$ cat src/rtl/xor_and_sweep_ctrl.sv
// Self-test sequencer for the 3-input XOR-then-AND gate: sweeps {a,b,c} 0..7, samples y, scores it.
// Optional build macro SWEEP_CONTINUOUS_EN: after DONE the sweep restarts until abort.
//
// state  | meaning
// IDLE   | waiting for start; results of the last sweep held on the outputs
// SETTLE | current vector driven, settle counter running down
// SAMPLE | y_in captured and scored for the current vector
// DONE   | sweep finished; done pulse and pass verdict registered
module xor_and_sweep_ctrl #(
    parameter logic [7:0]  EXP_TT     = 8'h28,
    parameter int unsigned SETTLE_CYC = 4,
    parameter int unsigned CNT_W      = 16
) (
    input  logic       clk,
    input  logic       rst_n,
    input  logic       start,
    input  logic       abort,
    input  logic       y_in,
    output logic       a,
    output logic       b,
    output logic       c,
    output logic       busy,
    output logic       done,
    output logic       pass,
    output logic [3:0] fail_cnt,
    output logic [7:0] capture
);

    localparam logic [1:0] S_IDLE   = 2'd0;
    localparam logic [1:0] S_SETTLE = 2'd1;
    localparam logic [1:0] S_SAMPLE = 2'd2;
    localparam logic [1:0] S_DONE   = 2'd3;

    // Reload value makes each vector sit SETTLE_CYC cycles in SETTLE before its SAMPLE cycle.
    localparam logic [CNT_W-1:0] CNT_LOAD = CNT_W'(SETTLE_CYC - 1);

    logic [1:0]       state_q, state_d;
    logic [2:0]       abc_q, abc_d;
    logic [CNT_W-1:0] cnt_q, cnt_d;
    logic             busy_q, busy_d;
    logic             done_q, done_d;
    logic             pass_q, pass_d;
    logic [3:0]       fail_q, fail_d;
    logic [7:0]       cap_q, cap_d;

    always_comb begin
        state_d = state_q;
        abc_d   = abc_q;
        cnt_d   = cnt_q;
        busy_d  = busy_q;
        done_d  = 1'b0;
        pass_d  = pass_q;
        fail_d  = fail_q;
        cap_d   = cap_q;

        if (abort && (state_q != S_IDLE)) begin
            // Partial capture and fail count are kept for inspection.
            state_d = S_IDLE;
            abc_d   = 3'd0;
            busy_d  = 1'b0;
            pass_d  = 1'b0;
        end else begin
            case (state_q)
                S_IDLE: begin
                    if (start && !abort) begin
                        state_d = S_SETTLE;
                        abc_d   = 3'd0;
                        cnt_d   = CNT_LOAD;
                        busy_d  = 1'b1;
                        fail_d  = 4'd0;
                        pass_d  = 1'b0;
                        cap_d   = 8'h00;
                    end
                end
                S_SETTLE: begin
                    if (cnt_q == '0) begin
                        state_d = S_SAMPLE;
                    end else begin
                        cnt_d = cnt_q - CNT_W'(1);
                    end
                end
                S_SAMPLE: begin
                    cap_d[abc_q] = y_in;
                    if (y_in != EXP_TT[abc_q]) begin
                        fail_d = fail_q + 4'd1;
                    end
                    if (abc_q == 3'd7) begin
                        state_d = S_DONE;
                    end else begin
                        state_d = S_SETTLE;
                        abc_d   = abc_q + 3'd1;
                        cnt_d   = CNT_LOAD;
                    end
                end
                S_DONE: begin
                    done_d = 1'b1;
                    pass_d = (fail_q == 4'd0);
`ifdef SWEEP_CONTINUOUS_EN
                    state_d = S_SETTLE;
                    abc_d   = 3'd0;
                    cnt_d   = CNT_LOAD;
                    fail_d  = 4'd0;
                    cap_d   = 8'h00;
`else
                    state_d = S_IDLE;
                    busy_d  = 1'b0;
`endif
                end
                default: begin
                    state_d = S_IDLE;
                    busy_d  = 1'b0;
                end
            endcase
        end
    end

    always_ff @(posedge clk or negedge rst_n) begin
        if (!rst_n) begin
            state_q <= S_IDLE;
            abc_q   <= 3'd0;
            cnt_q   <= '0;
            busy_q  <= 1'b0;
            done_q  <= 1'b0;
            pass_q  <= 1'b0;
            fail_q  <= 4'd0;
            cap_q   <= 8'h00;
        end else begin
            state_q <= state_d;
            abc_q   <= abc_d;
            cnt_q   <= cnt_d;
            busy_q  <= busy_d;
            done_q  <= done_d;
            pass_q  <= pass_d;
            fail_q  <= fail_d;
            cap_q   <= cap_d;
        end
    end

    assign a        = abc_q[2];
    assign b        = abc_q[1];
    assign c        = abc_q[0];
    assign busy     = busy_q;
    assign done     = done_q;
    assign pass     = pass_q;
    assign fail_cnt = fail_q;
    assign capture  = cap_q;

endmodule

$ cat config.mk
export PLATFORM = sky130hd
export DESIGN_NAME = xor_and_sweep_ctrl
export DESIGN_NICKNAME = d
export VERILOG_FILES = /design/src/rtl/xor_and_sweep_ctrl.sv
export SDC_FILE = /design/constraint.sdc
export NUM_CORES = 1
export LEC_CHECK = 0
export ABC_AREA = 0
export CAP_MARGIN = 20
export CORE_UTILIZATION = 35
export CTS_CLUSTER_DIAMETER = 30
export CTS_CLUSTER_SIZE = 12
export DETAILED_ROUTE_END_ITERATION = 12
export DONT_BUFFER_PORTS = 1
export GPL_TIMING_DRIVEN = 1
export HOLD_SLACK_MARGIN = 0.12
export SLEW_MARGIN = 0
export SYNTH_ARGS = -nofsm -noshare
export SYNTH_HDL_FRONTEND = slang
export SYNTH_SLANG_ARGS = --single-unit
$ cat constraint.sdc
create_clock -name clk -period 1.8 [get_ports clk]
set_input_delay 0.36 -clock clk [delete_from_list [all_inputs] [get_ports clk]]
set_output_delay 0.36 -clock clk [all_outputs]
set_load 0.05 [all_outputs]
=== Word-level counts from Yosys, hierarchy flattened ===
Memory sizes are Yosys's and may differ from the RTL's.
Index checks and enable logic that the tools add are counted.

* $add $sub $neg: 3
* Multipliers: 0
* Div/mod/pow operators: 0
* Magnitude comparators: 2
* Equal/unequal tests: 12
* Shifts and indexed selects: 0
* Muxes and demuxes: 30
* Bitwise logic cells: 1
* Reductions and logical operators: 18

{| class="wikitable"
|+ Operators with widths
! kind !! count
|-
| $mux W16 || 3
|-
| $pmux W16 S3 || 1
|-
| $logic_not A16 Y1 || 1
|-
| $pmux W8 S2 || 1
|-
| $sub A16 B1 Y16 const B || 1
|-
| $mux W3 || 3
|-
| $ne A3 B3 Y1 const B || 3
|-
| $reduce_bool A3 Y1 || 3
|-
| $bwmux W8 || 1
|-
| $mux W1 || 8
|-
| $mux W2 || 4
|-
| $mux W4 || 2
|-
| $mux W8 || 1
|-
| $ne A2 B2 Y1 const B || 4
|-
| $pmux W2 S4 || 1
|-
| $pmux W4 S2 || 1
|-
| $pmux W3 S2 || 1
|-
| $reduce_and A3 Y1 || 2
|-
| $reduce_and A5 Y1 || 1
|-
| $add A4 B1 Y4 const B || 1
|-
| $eq A2 B2 Y1 const B || 2
|-
| $logic_not A4 Y1 || 1
|-
| $lt A3 B4 Y1 const B || 1
|-
| $pmux W1 S2 || 2
|-
| other kinds (13) || 17
|}

* Register bits: 36
* Bits in latches: 0
* RAM bits: 0
* Bits in read-only memories: 8
* Output and inout port bits: 18
* Word-level logic and storage cells: 75
* Memories: 1

{| class="wikitable"
|+ Memories
! memory !! depth !! width !! rd ports !! clocked after Yosys merged registers in !! wr ports !! RTL line !! text
|-
| (name not given) || 8 || 1 || 1 || 0 || 0 || 84 || <nowiki>if (y_in != EXP_TT[abc_q]) begin</nowiki>
|}

=== Longest topological paths before layout ===
Gate-level depths: netlist of run 1.

* Word-level depth: 6
* Mapped depth: 8

=== Least setup slack after synthesis of run 1 ===
Ideal clock, no wire load.

* Path kind: register -> register
* From: register abc_q[0]
* To: register cnt_q[5]
* Setup time: 0.128 ns
* Arrival: 2.076 ns
* Data required time: 1.672 ns
* Slack: -0.404 ns
* Cell stages (with the launch flop): 7
* Path buffers: 0
* Cells stage by stage: dfrtp_1 ha_1 ha_1 or4b_4 o31a_2 nor2_1 nor2_1

* Longest elaborated chain between the ends: 3

{| class="wikitable"
|+ RTL lines
! what !! RTL line !! text
|-
| start, declared || 38 || <nowiki>logic [2:0] abc_q, abc_d;</nowiki>
|-
| start signal, assigned || 120 || <nowiki>abc_q <= 3'd0;</nowiki>
|-
| start signal, assigned || 129 || <nowiki>abc_q <= abc_d;</nowiki>
|-
| $eq A3 B3 Y1 || 87 || <nowiki>if (abc_q == 3'd7) begin</nowiki>
|-
| $ne A2 B2 Y1 (no line) || -- ||
|-
| $reduce_and A5 Y1 (no line) || -- ||
|-
| end signal, assigned || 130 || <nowiki>cnt_q <= cnt_d;</nowiki>
|-
| end, declared || 39 || <nowiki>logic [CNT_W-1:0] cnt_q, cnt_d;</nowiki>
|}

No other way between the ends.
A chain may end at the register's enable or synchronous reset.

=== Worst setup path after layout of run 1 ===
* From: register abc_q[0]
* To: register cnt_q[7]

The elaborated chain is that of the path after synthesis.

==> results of run 1 <==
-- power by group through the flow --
stage | clock network [W] | registers [W] | logic, W
after floorplan | 0 | 0.00104 | 0.000557
final | 0.000642 | 0.000996 | 0.00113
after global placement | 0 | 0.00101 | 0.00103
after CTS | 0.000654 | 0.000995 | 0.00111
after global routing | 0.000693 | 0.00101 | 0.00125
after detailed placement | 0 | 0.00101 | 0.00106
-- metal layers --
metal	share of wire (%)	vias up	routed length (µm)	global-route usage [%]
li1	-	930	-	-
met5	0	-	0	0
met2	48	44	2484	29.65
met3	5.1	5	260	4.368
met4	0.88	0	45	3.636
met1	46	892	2332	23.49
-- flip-flops by register name (all words and copies together) (netlist names) --
signal,count
cnt_q,16
capture,8
pass,1
state_q,2
fail_cnt,4
done,1
abc_q,3
busy,1
-- through the flow --
stage	util, %	setup TNS (ns)	cell area, µm²
floorplan	-	-2.011	2112
global placement	45.02	-0.5652	2525
detailed placement	45.02	-0.7771	2525
CTS	48.04	-1.257	2694
global route	48.82	-2.639	2738
finish	48.82	-1.151	2738
-- cell usage in the layout (no fill, tap or decap), types with 4 or more instances in the layout --
cell	count
dfrtp_1	34
nor2_1	27
o21ai_0	19
nand3_1	10
inv_1	9
buf_4	54
nor3_1	4
o21ai_1	7
xor2_1	6
clkbuf_8	7
nand3b_1	4
a21oi_1	9
nand2_1	20
nand4_1	6
o31ai_1	4
-- worst paths after layout --
path	from	endpoint	slack, ns	depth (start not counted)
max in group asynchronous	rst_n	cnt_q[8]	1.09	2
setup / recovery	abc_q[0]	cnt_q[7]	-0.12	7
min in group asynchronous	rst_n	capture[4]	0.51	2
hold reg to reg	cnt_q[14]	cnt_q[14]	0.53	1
hold / removal	abort	state_q[1]	0.13	1
setup reg to reg	abc_q[0]	cnt_q[7]	-0.12	7
-- what timing repair did --
item / in CTS / in global routing
hold buffers: 2 / 0
gates resized for setup: 9 / 7
setup buffers: 2 / 2
setup endpoints to repair: 18 / 22
pin swaps: 8 / 8
endpoints found under the hold margin: 36 / 0
-- area by class of cell --
cell class | count | area share (%)
clock buffers | 8 | 3.656
multi-input cells | 171 | 42.78
inverters | 10 | 1.371
flip-flops and latches | 36 | 33.00
repair buffers | 56 | 15.90
well taps | 72 | 3.291
-- cell families (layout without fill, tap and decap cells) --
group,Yosys count,in the layout
buffers and inverters,18,74
AND/OR/NAND/NOR,93,93
adder cells (fa/ha/maj),6,6
flip-flops,36,36
AO/OA/AOI/OAI,61,61
multiplexers,3,3
XOR/XNOR,8,8
==> summary.md, run 1 <==
| Metric | Value |
|---|---|
| CP arrival | between 2 and 2.5 ns |
| First-pass GRT wire length | 8783 µm |
| Ys async rst share | 100.0% |
| Worst Setup End Kind | flop |
| Most frequent cell after synthesis | dfrtp_1 |
| Non-filler cells, final | around 350 |
| Worst-path clk slew | approximately 0.080 ns |
| Detail Route Antenna Nets | 0 |
| Filler cell count | between 500 and 600 |
| Clock buffer depth | 2 |
| Post-synthesis compound-gate area fraction | between 10% and 20% |
| Synth area leader | dfrtp_1 |
| Worst slack, placed | -0.1242 ns |
| Xor/xnor share of the synthesized area | about 3.4% |
| Seq cells post-synth | 36 |
| CTS tree | built |
| Root buffer selected by CTS | clkbuf_8 |
| Area of the multi-input gates | ~1200 µm² |
| Starting density of the core | between 30% and 40% |
| Ant diodes | 0 |
| Clock power share | 23.2% |
| Seq/Total Area, Yosys | a little over two fifths |
| Final Max Slew Viols | 0 |
| Netlist Area Pre-Place | 2066 µm² |
| Net switching fraction of the power | 35.35% |
| Number of max-cap violations | 0 |
| Mean area per synthesized cell | approximately 9.2 µm² |
| Synth Warn # | 0 |
| Wire per inst | roughly 15 µm |
| Height of the die | a little under 80 µm |
| Final WS setup | -0.1163 ns |
| Die X-Extent | roughly 79 µm |
| Clock Sinks | 36 |
| Mux contribution to synthesized area | about 1.6% |
| Final Hold Viols | 0 |
| Fin crit period | ~1.9 ns |
| WHS | around 0.13 ns |
| Final Power | approximately 0.0028 W |
| Predominant post-synthesis flop cell | dfrtp_1 |
| RSZ-0062 raised after global routing | true |
| CP max stage delay | ~0.5 ns |
| Dpl cells | around 340 |
| Status | finished, violations left |
| IR drop worst, VDD | roughly 0.44 mV |
| Worst setup SP type | flop |
| Crit Path Class | flop to flop |
| Final net count | between 200 and 300 |
| Die area | about 6200 µm² |
| Failing checks | negative setup slack |
| Simple-Gate Fraction of Synth Area | approximately 25% |
| Cells after synthesis | about 230 |
| Overflow after GRT | 0 |
| # setup viols final | 15 |
| Max Freq | 521.8 MHz |
| CP cell instances | ha_4, ha_4, or4b_4, o31ai_4, nand4_1, xor2_1, nor2_1 |
| Boundary pin count | 23 |
| Required time of the worst setup path | 1.97 ns |
| Vias per std cell | between 5 and 6 |
| Main combinational cell family by area after synthesis | simple AND/OR/NAND/NOR gates |
| GRT Resource Usage Total | 17.83% |
| DR vias | ~1900 |
| Worst Path Buf+Inv | 0 |
| Most frequent cells after synthesis | dfrtp_1 (36), nor2_1 (28), o21ai_0 (23), nand2_1 (20), a21oi_1 (11) |
| DRC Markers | 0 |
| EDFF count, synth | 0 |
| Net Sw Power | just under 0.001 W |
| Worst Tran Pin Value | ~0.54 ns |
| Initial antenna violation count | 0 |
| RePlAce Congestion | slightly above 0.8 |
| Layout cells sized above 1 | between 30% and 40% |
| Worst hold path type | input port to flop |
| P_int | approximately 0.0018 W |
| Num CTS Buffers | 5 |
| Initial DRC count | around 140 |
| P_leak | 1.201 nW |
| Combinational power share | between 40% and 50% |
| Synth area leaders | dfrtp_1 (44%), o21ai_0 (5.6%), nor2_1 (5.1%) |
| CTS H-Tree Depth | 2 |
| Sequential Power Share | 35.9% |
| Synth top area share | 43.61% |
| Most common cell on crit path | ha_4 |
| Synthesized Nets | ~240 |
| P per Cell Area | roughly 1000 nW/µm² |
| Critical-path maximum fanout | 7 |
| HPWL after DPL | between 3000 and 4000 µm |
| Clock latency on the worst-skew pair | a little under 0.3 ns |
| Yosys cell types | 50 |
| Largest net degree at the start of global routing | 37 |
| IO Port Bufs | 0 |
| # rows | 27 |
| Core box area | approximately 5600 µm² |
| Critical path's top delay family | simple AND/OR/NAND/NOR gates |
| Vias in the first global route | about 1900 |
| Period Utilization, post-route | 106.5% |
| 1st-pass router iterations | 4 |
| Slew HR | between 60% and 70% |
| Adder-cell share of the synthesized area | approximately 3.6% |
| Register Area | roughly 900 µm² |
| Worst-path cell with the longest stage delay | or4b_4 |
| Layout area overhead | 32.53% |
| Fin Clk Skew | 0.008798 ns |
| Drt total wl | 5123 µm |
No activity file was read; power rests on OpenSTA's default activity.
==> run 2: changes to the inputs <==
Settings changed: CTS_CLUSTER_DIAMETER 30 to 120, HOLD_SLACK_MARGIN 0.12 to 0.08.
==> results of run 2 <==
The final DEF is identical to that of run 1; final timing and power are the same.
==> run 3: changes to the inputs <==
Settings changed: REMOVE_ABC_BUFFERS from default to 1.
==> run 3 against run 2 <==
- the flow still finishes with violations (negative setup slack)
- global-route usage down 0.28 points
- sequential share of layout area down 0.46 points
- hold slack worse by 0.0095 ns
- clock skew up 0.0021 ns
- worst setup slack worse by 0.027 ns
==> summary.md, run 3 (synthesis results as in run 1) <==
| Metric | Value |
|---|---|
| Area of the multi-input gates | 1212 µm² (was 1171 µm²) |
| IR drop worst, VDD | 0.6209 mV (was 0.4447 mV) |
| Final TNS setup | -1.453 ns (was -1.151 ns) |
| Detail Route Antenna Nets | 0 (unchanged) |
| Dpl cells | 330 (was 339) |
| Register Area | 900.9 µm² (was 903.4 µm²) |
| Drt total wl | 5067 µm (was 5123 µm) |
| Slew HR | 60.58% (was 64.22%) |
| 1st-pass router iterations | 4 (unchanged) |
| Largest net degree at the start of global routing | 37 (unchanged) |
| IO Port Bufs | 0 (unchanged) |
| CTS H-Tree Depth | 2 (unchanged) |
| # setup viols final | 18 (was 15) |
| Vias per std cell | 5.276 (was 5.300) |
| Most frequent cells in the layout | buf_4 (45), dfrtp_1 (36), nor2_1 (24) (was buf_4 (54), dfrtp_1 (34), nor2_1 (27)) |
| Num CTS Buffers | 5 (unchanged) |
| DRC Markers | 0 (unchanged) |
| Clock latency on the worst-skew pair | 0.30 ns (was 0.29 ns) |
| Period Utilization, post-route | 107.9% (was 106.5%) |
| Height of the die | 78.83 µm (unchanged) |
| Overflow after GRT | 0 (unchanged) |
| Worst hold path type | input port to flop (unchanged) |
| First-pass GRT wire length | 8542 µm (was 8783 µm) |
| P_leak | 1.186 nW (was 1.201 nW) |
| Starting density of the core | 36.84% (unchanged) |
| Final Hold Viols | 0 (unchanged) |
| Failing checks | negative setup slack (unchanged) |
| Worst Tran Pin Value | 0.5895 ns (was 0.5367 ns) |
| Initial DRC count | 91 (was 135) |
| Vias in the first global route | 1774 (was 1864) |
| Layout cells sized above 1 | 32.97% (was 32.74%) |
| HPWL after DPL | 3434 µm (was 3689 µm) |
| Required time of the worst setup path | 2.02 ns (was 1.97 ns) |
| Number of max-cap violations | 0 (unchanged) |
| Final Util | 49.38% (was 48.82%) |
| Status | finished, violations left (unchanged) |
| Final net count | 286 (was 291) |
| Reg-to-reg slack, setup | -0.14 ns (was -0.12 ns) |
| Most common cell after layout, fill and taps aside | buf_4 (unchanged) |
| Worst-path clk slew | 0.08 ns (about the same) |
| Clock buffer depth | 2 (unchanged) |
| RSZ-0062 raised after global routing | true (unchanged) |
| Filler cell count | 555 (was 544) |
| Crit Path Class | flop to flop (unchanged) |
| GRT Resource Usage Total | 17.55% (was 17.83%) |
| Die area | 6213 µm² (unchanged) |
| Critical-path maximum fanout | 8 (was 7) |
| RePlAce Congestion | 0.8220 (was 0.8274) |
| Ant diodes | 0 (unchanged) |
| Biggest register | cnt_q (unchanged) |
| Root buffer selected by CTS | clkbuf_8 (unchanged) |
| Layout area overhead | 34.04% (was 32.53%) |
| Core box area | 5608 µm² (unchanged) |
| Worst Setup End Kind | flop (unchanged) |
| Final Max Slew Viols | 0 (unchanged) |
| CTS tree | built (unchanged) |
| Fin crit period | 1.943 ns (was 1.916 ns) |
| CP arrival | 2.17 ns (was 2.09 ns) |
| Final WS setup | -0.1429 ns (was -0.1163 ns) |
| Clock Sinks | 36 (unchanged) |
| Worst setup SP type | flop (unchanged) |
| Initial antenna violation count | 0 (unchanged) |
| P per Cell Area | 1003 nW/µm² (was 1012 nW/µm²) |
| Die X-Extent | 78.83 µm (unchanged) |
| Boundary pin count | 23 (unchanged) |
| Wire per inst | 14.56 µm (was 14.51 µm) |
| Max FFs per register | 16 (unchanged) |
| Max Freq | 514.7 MHz (was 521.8 MHz) |
| DR vias | 1836 (was 1871) |
| Non-filler cells, final | 348 (was 353) |
| Fin Clk Skew | 0.01085 ns (was 0.008798 ns) |
| # rows | 27 (unchanged) |
[run 3: layout make-up]
| cell class | instances | share of cell area, % |
|---|---|---|
| clock buffer | 5 | 2.485 |
| multi-input combinational | 171 | 43.79 |
| inverter | 10 | 1.356 |
| tap | 72 | 3.253 |
| clock inverter | 3 | 0.8586 |
| sequential | 36 | 32.53 |
| timing repair buffer | 51 | 15.73 |
[run 3: worst max-delay path, stage by stage (launching register included)]
cell	delay, ns
dfrtp_1	0.42
ha_4	0.18
ha_4	0.15
or4b_4	0.51
o31ai_4	0.14
o2111ai_2	0.20
xor2_1	0.17
nor2_1	0.09
[run 3: report_power, final]
part / switching (W) / internal (W)
logic: 0.000620 / 0.000558
registers: 0.000104 / 0.000895
clock network: 0.000326 / 0.000274
total: 0.00105 / 0.00173
[run 3: worst paths after layout]
path | start | endpoint | cells after the start
min reg2reg | cnt_q[14] | cnt_q[14] | 1
min in group asynchronous | rst_n | cnt_q[1] | 2
max in group asynchronous | rst_n | capture[3] | 2
max reg2reg | abc_q[0] | cnt_q[6] | 7
max | abc_q[0] | cnt_q[6] | 7
min | abort | state_q[1] | 1
[run 3: layer usage]
metal	vias to the layer above	global-route usage, %	wire [µm]
li1	914	-	-
met1	896	22.14	2329
met2	21	29.65	2530
met3	5	3.908	159
met4	0	5.818	48
met5	-	0	0
[run 3: timing repair]
item,in CTS,in global routing
hold buffers,2,0
resized for setup,11,25
setup endpoints to repair,20,22
gates cloned,0,1
endpoints found under the hold margin,36,0
buffers inserted,0,7
pin swaps,5,16
[run 3: per-stage QoR]
stage / worst slack [ns] / area, µm² / total power (W) / hold WS [ns]
3_5_place_dp: -0.2471 / 2415 / 0.001972 / 0.06600
4_1_cts: -0.1491 / 2585 / 0.002672 / 0.1167
3_3_place_gp: -0.1598 / 2415 / 0.001961 / 0.06606
5_1_grt: -0.2440 / 2769 / 0.002965 / 0.1114
2_1_floorplan: -0.5122 / 2017 / 0.001558 / 0.06441
6_report: -0.1429 / 2769 / 0.002777 / 0.1188
